## config.mk

```make
export PLATFORM = sky130hd
export DESIGN_NAME = rr_req_frontend
export DESIGN_NICKNAME = d
export VERILOG_FILES = /design/src/rtl/rr_req_frontend.sv
export SDC_FILE = /design/constraint.sdc
export NUM_CORES = 1
export LEC_CHECK = 0
export CAP_MARGIN = 40
export CORE_MARGIN = 3
export CORE_UTILIZATION = 37
export DETAILED_ROUTE_END_ITERATION = 7
export PLACE_DENSITY_LB_ADDON = 0.3
export RECOVER_POWER = 50
export SLEW_MARGIN = 20
export SYNTH_ARGS = -nofsm -noshare
export SYNTH_HDL_FRONTEND = slang
export SYNTH_SLANG_ARGS = --single-unit
```

## constraint.sdc

```tcl
create_clock -name i_clk -period 6.85 [get_ports i_clk]
set_input_delay 2.055 -clock i_clk [delete_from_list [all_inputs] [get_ports i_clk]]
set_output_delay 2.055 -clock i_clk [all_outputs]
set_load 0.02 [all_outputs]
```

## src/rtl/rr_req_frontend.sv

```systemverilog
// rr_req_frontend: requester-side front end for an external round-robin arbiter.
// Each channel has a small FIFO of burst lengths. The block shows which queues are
// non-empty as a request vector and enables arbitration only while idle. It takes the
// arbiter's registered one-hot grant and then streams the winner's burst downstream
// using a valid/ready handshake.
//
// Ports:
//   i_clk    clock
//   i_rstn   synchronous active-low reset
//   i_push   per-channel push strobe
//   i_len    packed per-channel burst length (len+1 beats), sampled with i_push
//   o_full   per-channel queue full (push while full is dropped)
//   o_req    request vector to the arbiter (queue non-empty)
//   o_en     arbitration enable to the arbiter
//   i_gnt    registered grant vector from the arbiter
//   o_valid  downstream beat valid
//   i_ready  downstream ready
//   o_sel    channel index owning the current burst
//   o_last   final beat of the burst
//   o_err    sticky error (dropped push, missing/multi-hot grant, grant to empty queue)

module rr_req_frontend #(
  parameter int unsigned N = 10,
  parameter int unsigned L = 3,
  parameter int unsigned D = 4,
  localparam int unsigned M = (N > 1) ? $clog2(N) : 1
) (
  input  logic           i_clk,
  input  logic           i_rstn,
  input  logic [N-1:0]   i_push,
  input  logic [N*L-1:0] i_len,
  output logic [N-1:0]   o_full,
  output logic [N-1:0]   o_req,
  output logic           o_en,
  input  logic [N-1:0]   i_gnt,
  output logic           o_valid,
  input  logic           i_ready,
  output logic [M-1:0]   o_sel,
  output logic           o_last,
  output logic           o_err
);

  localparam int unsigned P = $clog2(D);  // queue pointer width (D is a power of 2, >= 2)
  localparam int unsigned C = P + 1;      // occupancy width, holds 0..D

  typedef enum logic [1:0] {StIdle, StWait, StBurst} state_e;

  // Per-channel queues
  logic [L-1:0] mem_q    [N][D];
  logic [P-1:0] wr_ptr_q [N];
  logic [P-1:0] rd_ptr_q [N];
  logic [C-1:0] fill_q   [N];

  logic [N-1:0] full;
  logic [N-1:0] empty;
  logic [N-1:0] push_ok;
  logic [N-1:0] drop;
  logic [N-1:0] pop;

  // Control state
  state_e       state_q, state_d;
  logic [M-1:0] sel_q, sel_d;
  logic [L-1:0] beat_q, beat_d;
  logic         err_q, err_d;

  // Grant decode
  logic [M-1:0] gnt_idx;
  logic         gnt_multi;
  logic [L-1:0] head_len;

  always_comb begin
    full    = '0;
    empty   = '0;
    push_ok = '0;
    drop    = '0;
    for (int i = 0; i < N; i++) begin
      full[i]    = (fill_q[i] == C'(D));
      empty[i]   = (fill_q[i] == '0);
      // Fullness is the registered value, so a push to a full queue is dropped even
      // when that queue pops in the same cycle.
      push_ok[i] = i_push[i] & ~full[i];
      drop[i]    = i_push[i] & full[i];
    end
  end

  assign o_full = full;
  assign o_req  = ~empty;

  always_ff @(posedge i_clk) begin
    if (!i_rstn) begin
      for (int i = 0; i < N; i++) begin
        wr_ptr_q[i] <= '0;
        rd_ptr_q[i] <= '0;
        fill_q[i]   <= '0;
      end
    end else begin
      for (int i = 0; i < N; i++) begin
        if (push_ok[i]) wr_ptr_q[i] <= wr_ptr_q[i] + P'(1);
        if (pop[i])     rd_ptr_q[i] <= rd_ptr_q[i] + P'(1);
        if (push_ok[i] && !pop[i]) begin
          fill_q[i] <= fill_q[i] + C'(1);
        end else if (pop[i] && !push_ok[i]) begin
          fill_q[i] <= fill_q[i] - C'(1);
        end
      end
    end
  end

  // Storage needs no reset; occupancy alone defines validity.
  always_ff @(posedge i_clk) begin
    for (int i = 0; i < N; i++) begin
      if (push_ok[i]) mem_q[i][wr_ptr_q[i]] <= i_len[i*L +: L];
    end
  end

  // A multi-hot grant falls back to its lowest set index.
  always_comb begin
    gnt_idx = '0;
    for (int i = N - 1; i >= 0; i--) begin
      if (i_gnt[i]) gnt_idx = M'(i);
    end
  end

  assign gnt_multi = ((i_gnt & (i_gnt - N'(1))) != '0);
  assign head_len  = mem_q[gnt_idx][rd_ptr_q[gnt_idx]];

  // State register
  always_ff @(posedge i_clk) begin
    if (!i_rstn) begin
      state_q <= StIdle;
      sel_q   <= '0;
      beat_q  <= '0;
      err_q   <= 1'b0;
    end else begin
      state_q <= state_d;
      sel_q   <= sel_d;
      beat_q  <= beat_d;
      err_q   <= err_d;
    end
  end

  // Next state
  always_comb begin
    state_d = state_q;
    sel_d   = sel_q;
    beat_d  = beat_q;
    err_d   = err_q | (|drop);
    pop     = '0;
    unique case (state_q)
      StIdle: begin
        // The arbiter registers its grant on the same edge that takes us to StWait.
        if (|o_req) state_d = StWait;
      end
      StWait: begin
        state_d = StIdle;
        if (i_gnt == '0 || empty[gnt_idx]) begin
          err_d = 1'b1;
        end else begin
          if (gnt_multi) err_d = 1'b1;
          sel_d        = gnt_idx;
          beat_d       = head_len;
          pop[gnt_idx] = 1'b1;
          state_d      = StBurst;
        end
      end
      StBurst: begin
        // beat_q counts beats remaining after the current one.
        if (i_ready) begin
          if (beat_q == '0) begin
            state_d = StIdle;
          end else begin
            beat_d = beat_q - L'(1);
          end
        end
      end
      default: state_d = StIdle;
    endcase
  end

  // Outputs
  always_comb begin
    o_en    = (state_q == StIdle) && (|o_req);
    o_valid = (state_q == StBurst);
    o_last  = (state_q == StBurst) && (beat_q == '0);
  end

  assign o_sel = sel_q;
  assign o_err = err_q;

endmodule

```

Word-level counts from Yosys, hierarchy flattened
Memory sizes are Yosys's and may differ from the RTL's.
Index checks and enable logic that the tools add are counted.
- add/sub/neg operators: 42
- multipliers: 0
- divide/modulo/power cells: 0
- order comparisons: 23
- eq/ne operators: 17
- shift-type cells: 0
- multiplexer cells: 232
- bitwise operators: 85
- reductions and logical operators: 74
- operators with widths (operator ; count):
    $mux W1 ; 136
    $mux W12 ; 10
    $mux W3 ; 35
    $demux W3 S2 ; 10
    $mux W2 ; 24
    $or A1 B1 Y1 ; 41
    $add A2 B1 Y2 const B ; 20
    $mux W4 ; 10
    $ge A3 B3 Y1 const B ; 11
    $logic_and A1 B1 Y1 ; 33
    $logic_not A3 Y1 ; 11
    $not A2 Y3 ; 11
    $sub A3 B1 Y3 const B ; 11
    $add A3 B1 Y3 const B ; 10
    $eq A3 B3 Y1 const B ; 10
    $lt A3 B1 Y1 const B ; 10
    $and A1 B1 Y1 ; 20
    $logic_not A1 Y1 ; 20
    $mux W10 ; 2
    $reduce_or A10 Y1 ; 2
    $not A1 Y1 ; 11
    $and A10 B10 Y10 ; 1
    $logic_not A10 Y1 ; 1
    $not A10 Y10 ; 1
    19 further kinds ; 22
- register bits after elaboration: 10
- latch bits: 0
- RAM bits: 190
- memory bits (read-only): 0
- bits of input ports: 53
- output and inout port bits: 28
- logic and storage cells: 481
- memories kept: 4
- memory list (name ; words ; width ; rd ports ; clocked after memory_dff ; write ports ; RTL line ; source):
    mem_q ; 10 ; 12 ; 1 ; 0 ; 10 ; 49 ; logic [L-1:0] mem_q [N][D];
    fill_q ; 10 ; 3 ; 10 ; 0 ; 10 ; 52 ; logic [C-1:0] fill_q [N];
    rd_ptr_q ; 10 ; 2 ; 11 ; 0 ; 10 ; 51 ; logic [P-1:0] rd_ptr_q [N];
    wr_ptr_q ; 10 ; 2 ; 10 ; 0 ; 10 ; 50 ; logic [P-1:0] wr_ptr_q [N];

Depth between registers and ports, before layout
- depth in word-level cells: 23
- mapped depth: 15
- gate-level depth less buffers: 13

Worst setup path after synthesis
No wires, ideal clock.
- kind: input port to flip-flop
- from: input i_gnt[5]
- to: memory fill_q[6][2] in the netlist's numbering, data pin
- library setup time: 0.147 ns
- arrival: 5.321 ns
- required time: 6.703 ns
- setup slack: 1.382 ns
- stages on the path: 15
- path buffers: 2
- cells stage by stage: buf_2 > inv_1 > a221oi_2 > o31ai_2 > a221oi_2 > o32ai_4 > or2_1 > buf_4 > nor3_4 > nand2_1 > or2_1 > fa_1 > xnor2_1 > or3_1 > a21oi_1
- RTL lines (what ; RTL line ; source):
    start: declaration ; 35 ; input logic [N-1:0] i_gnt,
    end: declaration ; 52 ;

==> summary.txt <==
Logic synthesis
  • Post-Syn Area: 10500 µm²
  • Syn nets: 1013
  • Ys flop type: edfxtp_1
  • Number of flops mapped to enable cells by yosys: 190
  • Synth area leader: edfxtp_1
  • Ys Warns: 0
  • Synthesized area per cell: 11.6 µm²
  • Sequential fraction of the synthesis area: 56.1%
  • Synth area leaders: edfxtp_1 54%, ha_1 5.3%, nand2_1 2.5%
  • Synthesized instance count: 906
  • Share of the synthesized area in the top cell type: 54.2%
  • Post-synthesis register bit count: 200
  • Unique masters post-synth: 74
  • Post-synth ARST share: 0%

Timing
  • Fin Setup TNS: 0 ns
  • Final Max Tran Viols: 41
  • Setup Skew: 0.0162 ns
  • RSZ-0062 raised after global routing: no
  • Final critical-path required period: 5.97 ns
  • Slew headroom: -46.8%
  • Worst hold margin: 0.474 ns
  • Measured slew at the worst slew-check pin: 2.20 ns
  • Period utilization: 87.2%
  • FMAX: 167 MHz
  • Final setup vio count: 0
  • Hold violation count in the final report: 0

Drt
  • WL final: 28800 µm
  • Pre-Repair DR Iteration Count: 6
  • Avg WL per Cell: 21.0 µm
  • # DRC: 0
  • Vias post-DR: 7517
  • DR vias/cell: 5.47
  • Starting DRT DRC Count: 698
  • Post-route ant nets: 0

Die
  • Initial core utilization: 37.7%
  • # IOs: 81
  • Die W: 175 µm
  • Die ar.: 30500 µm²
  • Core Region: 27900 µm²
  • Chip Height: 175 µm
  • FP Rows: 61

Critical path
  • Crit path max fanout: 10
  • Worst r2r src: fill_q[9][0]
  • Reg2Reg Capture Point: fill_q[6][2]
  • CP endpoint kind: flip-flop
  • WP data arrival: 6.23 ns
  • Critical path class: in -> reg
  • Crit-path max cell delay: 0.65 ns
  • R2r worst-path depth: 13
  • R2R setup slack: 3.33 ns
  • Worst path slowest cell: clkdlybuf4s50_1
  • Worst Path Required: 7.11 ns
  • Sequence of cells on the critical path: clkdlybuf4s50_1 > inv_1 > a221oi_2 > o31ai_4 > a221oi_2 > o32ai_4 > or2_1 > nor3_4 > nand2_1 > or2_1 > fa_1 > xnor2_1 > or3_1 > a21oi_1
  • Worst setup SP type: input pin

Finish
  • Commonest non-fill, non-tap cells in the layout: 190 x edfxtp_1, 69 x nor2_1, 69 x nand2_1, 62 x inv_1, 45 x ha_1
  • Layout cells sized above 1: 7.64%
  • Synth-to-layout area growth: 17.8%
  • Most common cell after layout, fill and taps aside: edfxtp_1
  • Reg area: 5910 µm²
  • Layout fillers: 2644
  • Ant diodes: 0
  • Nets: 1089
  • Multi-input logic area: 4210 µm²

Global routing
  • GRT Max-Usage Layer: met2
  • Vias in the first global route: 7180
  • Initial antenna violation count: 0
  • Pin count of the biggest net entering global routing: 41
  • GR Overflow Total: 0
  • GRT Total Usage: 18.8%
  • GRT met1 Usage: 26.1%
  • GR Layer Usage met3: 3.82%
  • Met2 global-route usage: 29.5%
  • First-pass GRT wire length: 43100 µm

Hold path
  • Worst hold path class: reg -> reg
  • Min-delay src: o_sel[1]
  • Hold Path Cell Cnt: 2
  • Hold Path End: o_sel[1]

Pwr
  • Switch Pwr: 0.883 mW
  • Clock power share: 35.1%
  • Cell Int Power: 2.20 mW
  • P_leak: 4.57 nW
  • Worst vdd ir: 0.158 mV
  • Flop pwr share: 48.1%
  • Combinational cell fraction of total power: 16.9%
  • Switch share: 28.7%
  • Pwr/cell area: 248 nW/µm²

Place
  • Input/output buffers: 80
  • GPL Wtd Cong: 0.938
  • DP HPWL: 21700 µm

Clocking
  • Clock Latency Late Sink: 0.44 ns
  • # hold bufs at CTS: 0
  • CTS Buf Count: 17
  • CTS Buffer Depth: 2
  • Postcts setup bufs: 0
  • Depth of the CTS H-tree: 4
  • Clk pin slew, worst setup/hold paths: 0.08 ns
  • Clk root buf: clkbuf_16
  • Post_cts resized: 0
  • Clock Sinks: 200
  • CTS tree: yes

Outcome
  • Run status: finished with violations
  • Failing checks: capacitance limit, slew limit

Run
  • Max_cap viols: 1
sequential cells by signal, summed over array words and instances, names as in the netlist:
signal    count
mem_q       120
fill_q       30
rd_ptr_q     20
wr_ptr_q     20
o_sel         4
beat_q        3
state_q       2
o_err         1
critical path: cells and delay by family:
family	cells	cell delay [ns]
buf+inv	2	0.81
simple gates	5	1.33
xor+xnor	1	0.15
fa+ha+maj	1	0.38
compound gates	5	1.49
routing by layer:
layer | vias to the layer above | share of wire [%]
li1 | 3506 | -
met1 | 3639 | 43
met2 | 329 | 47
met3 | 43 | 7.3
met4 | 0 | 2.5
met5 | - | 0
logic make-up after synthesis:
| group | share of synthesized area [%] |
|---|---|
| multiplexers | 2.51 |
| flip-flops | 56.1 |
| AO/OA/AOI/OAI | 11.4 |
| XOR/XNOR | 2.08 |
| AND/OR/NAND/NOR | 16.7 |
| adder cells (fa/ha/maj) | 7.15 |
| buffers and inverters | 4.15 |
per-stage QoR:
step | utilization (%) | total power [mW] | setup slack (ns) | instance area, µm² | std cells
floorplan | - | 1.81 | 1.38 | 10500 | 906
global placement | 42.0 | 2.02 | 0.599 | 11700 | 1338
detailed placement | 42.1 | 2.03 | 0.493 | 11800 | 1339
CTS | 44.4 | 3.10 | 0.963 | 12400 | 1371
global route | 44.4 | 3.20 | 0.559 | 12400 | 1373
finish | 44.4 | 3.08 | 0.880 | 12400 | 1373
cell usage after synthesis, types with 4 or more instances:
| cell | instances |
|---|---|
| or2_2 | 7 |
| clkbuf_1 | 23 |
| and3_1 | 37 |
| xor2_1 | 8 |
| xnor2_1 | 17 |
| edfxtp_1 | 190 |
| nand2b_1 | 15 |
| a211oi_1 | 4 |
| a221oi_2 | 4 |
| a31oi_1 | 6 |
| a222oi_1 | 9 |
| buf_2 | 7 |
| or2_1 | 4 |
| fa_1 | 9 |
| mux2i_1 | 23 |
| nor2b_1 | 9 |
| ha_1 | 45 |
| a22o_1 | 5 |
| nand2_1 | 69 |
| or4_1 | 4 |
| nand4_1 | 5 |
| nor3b_1 | 5 |
| dfxtp_1 | 10 |
| a21oi_1 | 43 |
| nand3_1 | 20 |
| inv_1 | 62 |
| nor4_1 | 8 |
| buf_1 | 8 |
| a221oi_1 | 12 |
| nor3_1 | 23 |
| nor2_1 | 69 |
| and2_1 | 31 |
| buf_6 | 4 |
| a22oi_1 | 7 |
| or3_1 | 18 |
| a211o_1 | 5 |
| o22ai_1 | 9 |
| o21ai_0 | 19 |
area by class of cell:
class	instances	share of cell area, %
timing repair buffer	100	7.52
inverter	62	1.88
tap	378	3.81
multi-input combinational	601	33.9
sequential	200	47.6
clock buffer	17	3.43
clock inverter	15	1.87
worst max-delay path by stage:
stage                         from            to  slack (ns)  depth (start not counted)
final                     i_gnt[5]  fill_q[6][2]        0.88                         14
after detailed placement  i_gnt[5]  fill_q[6][2]        0.49                         14
after global routing      i_gnt[5]  fill_q[6][2]        0.56                         14
after CTS                 i_gnt[5]  fill_q[6][2]        0.96                         14
after global placement    i_gnt[5]  fill_q[6][2]        0.60                         14
after floorplan           i_gnt[5]  fill_q[6][2]        1.38                         15
power groups by stage:
stage	Combinational (mW)	Sequential, mW	Clock [mW]
after floorplan	0.318	1.49	0
after global placement	0.515	1.50	0
after CTS	0.523	1.48	1.10
after global routing	0.570	1.49	1.14
final	0.519	1.48	1.08
after detailed placement	0.519	1.51	0
No activity file was read; power rests on OpenSTA's default activity.
